--- src/rtl/num_param.sv ---
// Parametrised synchronous modulo-MODULUS up/down counter with prescaler,
// parallel load, wrap/saturate mode, terminal-count pulse and sticky overflow.
module num_param #(
    parameter int WIDTH    = 4,
    parameter int MODULUS  = 16,
    parameter int PRESCALE = 1
) (
    input  logic             clk,
    input  logic             reset,
    input  logic             en,
    input  logic             up,
    input  logic             sat,
    input  logic             load,
    input  logic [WIDTH-1:0] d,
    input  logic             clr_ovf,
    output logic [WIDTH-1:0] q,
    output logic             tc,
    output logic             ovf
);

    localparam int PW = (PRESCALE > 1) ? $clog2(PRESCALE) : 1;

    localparam logic [WIDTH-1:0] Q_MAX   = WIDTH'(MODULUS - 1);
    localparam logic [WIDTH-1:0] Q_ONE   = WIDTH'(1);
    localparam logic [PW-1:0]    PRE_MAX = PW'(PRESCALE - 1);
    localparam logic [PW-1:0]    PRE_ONE = PW'(1);

    logic [PW-1:0]    pre_cnt;
    logic [PW-1:0]    pre_next;
    logic [WIDTH-1:0] q_next;
    logic             tc_next;
    logic             ovf_next;

    // Next-state: load beats stepping; a step only fires when the prescaler
    // completes its period. A limit step sets ovf even if clr_ovf is high.
    always_comb begin
        q_next   = q;
        pre_next = pre_cnt;
        tc_next  = 1'b0;
        ovf_next = ovf & ~clr_ovf;
        if (load) begin
            q_next   = (d > Q_MAX) ? Q_MAX : d;
            pre_next = '0;
        end else if (en) begin
            if (pre_cnt == PRE_MAX) begin
                pre_next = '0;
                if (up) begin
                    if (q == Q_MAX) begin
                        tc_next  = 1'b1;
                        ovf_next = 1'b1;
                        q_next   = sat ? q : '0;
                    end else begin
                        q_next = q + Q_ONE;
                    end
                end else begin
                    if (q == '0) begin
                        tc_next  = 1'b1;
                        ovf_next = 1'b1;
                        q_next   = sat ? q : Q_MAX;
                    end else begin
                        q_next = q - Q_ONE;
                    end
                end
            end else begin
                pre_next = pre_cnt + PRE_ONE;
            end
        end
    end

    always_ff @(posedge clk) begin
        if (reset) begin
            q       <= '0;
            pre_cnt <= '0;
            tc      <= 1'b0;
            ovf     <= 1'b0;
        end else begin
            q       <= q_next;
            pre_cnt <= pre_next;
            tc      <= tc_next;
            ovf     <= ovf_next;
        end
    end

endmodule

--- config.mk ---
export PLATFORM = sky130hd
export DESIGN_NAME = num_param
export DESIGN_NICKNAME = d
export VERILOG_FILES = /design/src/rtl/num_param.sv
export SDC_FILE = /design/constraint.sdc
export NUM_CORES = 1
export LEC_CHECK = 0
export BUFFER_PORTS_ARGS = -buffer_cell sky130_fd_sc_hd__buf_2
export CAP_MARGIN = 20
export CELL_PAD_IN_SITES_DETAIL_PLACEMENT = 1
export CELL_PAD_IN_SITES_GLOBAL_PLACEMENT = 1
export CORE_MARGIN = 2
export CORE_UTILIZATION = 33
export DETAILED_ROUTE_END_ITERATION = 8
export PLACE_DENSITY = 0.76
export SYNTH_ARGS = -nofsm -noshare
export SYNTH_HDL_FRONTEND = slang
export SYNTH_SLANG_ARGS = --single-unit
--- constraint.sdc ---
create_clock -name clk -period 2.4 [get_ports clk]
set_input_delay 0.36 -clock clk [delete_from_list [all_inputs] [get_ports clk]]
set_output_delay 0.36 -clock clk [all_outputs]
set_load 0.01 [all_outputs]
# Yosys cells after proc, flatten, opt, wreduce, memory -nomap -nowiden
# Cells that the tools add are included.
# Widths: inputs -> output; s select.
[classes]
addsub = 3
n_mul = 0
n_div = 0
magnitude_cmp = 1
eq_ne = 4
shift = 0
n_mux = 19
bitwise = 3
reduce_logical = 5
[op_table]
columns = ["op", "n"]
rows = [
  ["$mux 4", 9],
  ["$mux 1", 10],
  ["$ne 4x4->1 const B", 2],
  ["$add 4x1->4 const B", 1],
  ["$eq 4x4->1 const B", 1],
  ["$gt 4x4->1 const B", 1],
  ["$logic_not 4->1", 1],
  ["$reduce_and 4->1", 1],
  ["$reduce_or 4->1", 1],
  ["$sub 4x1->4 const B", 1],
  ["$ne 2x2->1 const B", 1],
  ["$not 1->1", 2],
  ["$reduce_bool 2->1", 1],
  ["$reduce_or 2->1", 1],
  ["$add 1x1->1 const B", 1],
  ["$and 1x1->1", 1],
]
[word_totals]
register_bits = 7
latchBits = 0
ramBits = 0
mem_bits_ro = 0
input_bits = 11
out_inout_bits = 6
elab_cells = 39
mem_count = 0

# Longest topological paths before layout
[logic_depth]
word_depth = 7
ltp_mapped = 6
ltp_nobuf = 6

# Least setup slack after synthesis
# No wires, ideal clock.
[synth_timing]
path_type = "reg-to-reg"
from = "register q[0]"
to = "register q[2]"
setup_time_ns = 0.120
t_arrival_ns = 1.436
required_time_ns = 2.280
setup_slack_ns = 0.845
stages_incl_launch_ff = 7
path_buffers = 0
synth_period_minus_slack_ns = 1.555
cell_sequence = "dfxtp_1 -> inv_1 -> ha_1 -> nor4b_4 -> o21ai_2 -> a31oi_1 -> o31a_1"
[synth_via]
elab_chain_cells = 6
word_cells_on_any_way = 13
cone_classes = "2 x add/sub; 3 x eq/ne; 6 x mux; 2 x reduce/logical"
[synth_rtl]
columns = ["element", "line", "source"]
rows = [
  ["from (decl)", "16", "output logic [WIDTH-1:0] q,"],
  ["from (signal assigned)", "77", "q <= q_next;"],
  ["$sub 4x1->4 (tied with other cells)", "61", "q_next = q - Q_ONE;"],
  ["$mux 4, on equally long branches", "56, 48", ""],
  ["$mux 4", "47", "if (up) begin"],
  ["$mux 4", "45", "if (pre_cnt == PRE_MAX) begin"],
  ["$mux 4", "44", "end else if (en) begin"],
  ["$mux 4", "41", "if (load) begin"],
]
# Parallel ways exist; a longest one is shown, timed or not. The select of a mux whose other input is x is not followed.
# A chain may end at the register's enable or synchronous reset.

# Final worst setup path
# Same ends and word-level chain as after synthesis.

==> results.rst <==
.. list-table::
   :header-rows: 1

   * - Metric
     - Value
   * - Run status
     - complete, no violations
   * - Post-route non-filler standard cell count
     - 84
   * - Met1 routing resource usage after global routing
     - 0.225
   * - Kind of capture point of the worst setup path
     - register
   * - Wire length per cell
     - 13.6 um
   * - Most frequently used cell type in the post-synthesis netlist
     - sky130_fd_sc_hd__inv_1
   * - Ratio of cells with drive above 1 in the final layout
     - 0.406
   * - Area taken by multi-input logic gates
     - 297 um2
   * - Sequential standard cell area
     - 120 um2
   * - Count of cell types in the netlist
     - 30
   * - Initial DRC count
     - 3
   * - Clock-pin slew on the worst setup and hold paths
     - 0.06 ns
   * - CTS tree
     - done
   * - Multiplexer share of the synthesized area
     - 0.0252
   * - Maximum operating frequency
     - 598 MHz
   * - Grt met2 use
     - 0.266
   * - Number of enable-type register cells in the synthesized netlist
     - 0
   * - First-pass GRT wire length
     - 1.87 mm
   * - Sum Neg Setup Slack
     - 0 ns
   * - Most used DFF post-synth
     - sky130_fd_sc_hd__dfxtp_1
   * - Routability Congestion
     - approximately 0.90
   * - # Post-CTS Setup Buffers
     - 0
   * - Post-Synthesis Mean Instance Area
     - between 8 and 9 um2
   * - Detailed-placement wirelength estimate
     - 890 um
   * - Via count of the routed design
     - approximately 450
   * - Source of the critical timing path
     - q[0]
   * - Count of final hold-check violations
     - 0
   * - Cell Pwr Density
     - between 500 and 600 mW/mm2
   * - Post-detailed-route count of antenna-violating nets
     - 0
   * - Maximum number of pins on one net before global-route repair
     - 9
   * - Number of antenna repair diodes
     - 0
   * - Filler cells
     - between 150 and 200
   * - Bufs on Longest Clock Path
     - 2
   * - Congestion Overflow GR
     - 0
   * - Critical path required time
     - 2.55 ns
   * - Register-to-register setup slack
     - slightly above 0.7 ns
   * - Inst Count DP
     - 81
   * - Worst Hold Depth
     - 3
   * - Num Clock Sinks
     - 6
   * - Crit path arrival time
     - 1.83 ns
   * - Clock latency of the later-clocked register in the worst-skew pair
     - roughly 0.26 ns
   * - Reported leakage power
     - 0.000276 uW
   * - Final-stage net count
     - 84
   * - Biggest area contributors in the synthesized netlist
     - sky130_fd_sc_hd__dfxtp_1 (27%), sky130_fd_sc_hd__inv_1 (5.9%), sky130_fd_sc_hd__a21oi_1 (5.6%), sky130_fd_sc_hd__ha_1 (5.6%), sky130_fd_sc_hd__nor4b_4 (5.3%)
   * - H-tree levels
     - 1
   * - Leading post-synthesis cells by instance count
     - sky130_fd_sc_hd__inv_1 (7), sky130_fd_sc_hd__dfxtp_1 (6), sky130_fd_sc_hd__a21oi_1 (5)
   * - X dimension of the die
     - 40.8 um
   * - Post-CTS Hold Fix Bufs
     - 0
   * - Clock root buffer master
     - sky130_fd_sc_hd__clkbuf_4
   * - Drt pass-1 iters
     - 2
   * - CP startpoint kind
     - register
   * - Final Cycle Share
     - 0.697
   * - WL final
     - 1.14 mm
   * - Worst Path Max Fanout
     - 8
   * - Synthesized-area fraction occupied by and/or/nand/nor cells
     - 0.261
   * - Number of flip-flops and latches in the synthesized netlist
     - 6
   * - Number of violations of the max-capacitance limit
     - 0
   * - Type of the setup path with the least slack
     - register to register
   * - Via count of the first global-routing pass
     - 420
   * - I/O pin total
     - 17
   * - Synth-to-Final Area Change
     - 26.3%
   * - Final Critical Period
     - 1.67 ns
   * - Final setup violation count
     - 0
   * - # DRC
     - 0
   * - Pin slew with the least headroom to its limit
     - 0.311 ns
   * - Source of the worst hold timing path
     - d[3]
   * - Fraction of post-synthesis cell area in the top cell type by area
     - 0.269
   * - Initial Utilization
     - 0.348
   * - Full die area
     - 0.00166 mm2
   * - XOR/XNOR Fraction of Synth Area
     - 0.0196
   * - Count of yosys warnings during synthesis
     - 0
   * - Share of the yosys chip area belonging to registers
     - 0.269
   * - Busiest layer in global routing
     - met2
   * - Worst Skew
     - 0.00911 ns
   * - VDD IR-drop max
     - 0.215 mV
   * - Total CTS buffers
     - 3
   * - Synth async-reset ratio
     - 0
   * - # rows
     - 13
   * - Cells on worst reg2reg path
     - 6
   * - Via density per instance
     - 5.40
   * - Compound-cell area share of the yosys netlist
     - 0.303
   * - Worst Hold Path EP
     - q[3]
   * - Global-route total usage across every layer
     - 0.177
   * - Capture instance of the worst register-to-register path
     - q[2]
   * - Mapped Nets
     - 64
   * - Netlist area before placement
     - 447 um2
   * - GR Layer Usage met3
     - 0.0652
   * - Initial antenna violation count
     - 0
   * - Floorplan core area
     - 0.00128 mm2
   * - Dominant combinational cell family by area after synthesis
     - compound AO/OA/AOI/OAI gates
   * - Count of pins over their slew limit
     - 0
   * - IO buf count
     - 16
   * - PostCTS Resize Cnt
     - 0
   * - RSZ-0062 raised after global routing
     - no
   * - Startpoint of the worst-slack reg-to-reg timing path
     - q[0]
   * - Worst min-delay path category
     - input pin to register
   * - Number of instances in the synthesized netlist
     - 51
   * - Largest area contributor in the synthesized netlist
     - sky130_fd_sc_hd__dfxtp_1
   * - Die span in y
     - 40.8 um
   * - Share of synthesized cell area in full adder, half adder and majority cells
     - 0.0560
   * - Worst max-slew margin expressed relative to the limit
     - 0.792
[sequential cells by signal (all words and copies together) (netlist names)]
name,cells
ovf,1
q,4
tc,1
[final cells by class]
cell class | count | area share
clock buffers | 3 | 0.0399
inverters | 7 | 0.0466
multi-input cells | 37 | 0.525
flip-flops and latches | 6 | 0.213
well taps | 15 | 0.0333
repair buffers | 16 | 0.142
[through the flow]
step / hold WS, ns / setup slack, ns / util / area [um2] / power, uW
2_1_floorplan: 0.428 / 0.845 / - / 447 / 166
3_3_place_gp: 0.602 / 0.819 / 0.422 / 542 / 194
3_5_place_dp: 0.621 / 0.733 / 0.422 / 542 / 195
4_1_cts: 0.353 / 0.733 / 0.439 / 564 / 302
5_1_grt: 0.373 / 0.606 / 0.439 / 564 / 319
6_report: 0.358 / 0.727 / 0.439 / 564 / 297
[layer usage]
layer,vias up,share of wire
li1,227,-
met1,212,0.48
met2,13,0.46
met3,2,0.052
met4,0,0.0087
met5,-,0
[power breakdown]
part           internal [uW]  switching (uW)
Clock                   57.3            46.8
Sequential               106            12.2
Combinational           37.6            37.2
Total                    201            96.2
[how the worst max path moves through the flow]
stage / endpoint / cells after the start / slack (ns)
global placement: q[2] / 6 / 0.82
global route: q[2] / 6 / 0.61
CTS: q[2] / 6 / 0.73
floorplan: q[2] / 6 / 0.84
detailed placement: q[2] / 6 / 0.73
finish: q[2] / 6 / 0.73
[critical path: stages, from the launching register on]
cell and delay [ns]:
sky130_fd_sc_hd__dfxtp_1 0.46, sky130_fd_sc_hd__inv_1 0.10, sky130_fd_sc_hd__ha_1 0.24, sky130_fd_sc_hd__nor4b_4 0.15, sky130_fd_sc_hd__o21ai_2 0.22, sky130_fd_sc_hd__a31oi_1 0.12
sky130_fd_sc_hd__o31a_1 0.27
[kinds of logic (layout without fill, tap and decap cells)]
kind of cell | count (synthesis) | count (layout)
and+or+nand+nor | 15 | 15
AOI/OAI and AO/OA | 18 | 18
buffers and inverters | 8 | 26
xor gates and xnor gates | 1 | 1
muxes | 1 | 1
DFF | 6 | 6
adders and majority gates | 2 | 2
[layout by cell type (no fill, tap or decap), drive strengths merged]
cell	n
clkbuf	3
nor3b	2
dfxtp	6
ha	2
a21oi	5
nor4b	2
xor2	1
o21bai	1
o21a	1
a31oi	1
o211a	1
mux2	1
nor2	2
o21ai	3
a311oi	1
or2	1
and4	2
nand2	1
nand3b	1
o221ai	1
buf	16
o211ai	1
o31a	3
nor3	1
and3	1
nand3	2
inv	7
(Power assumes the default switching activity.)
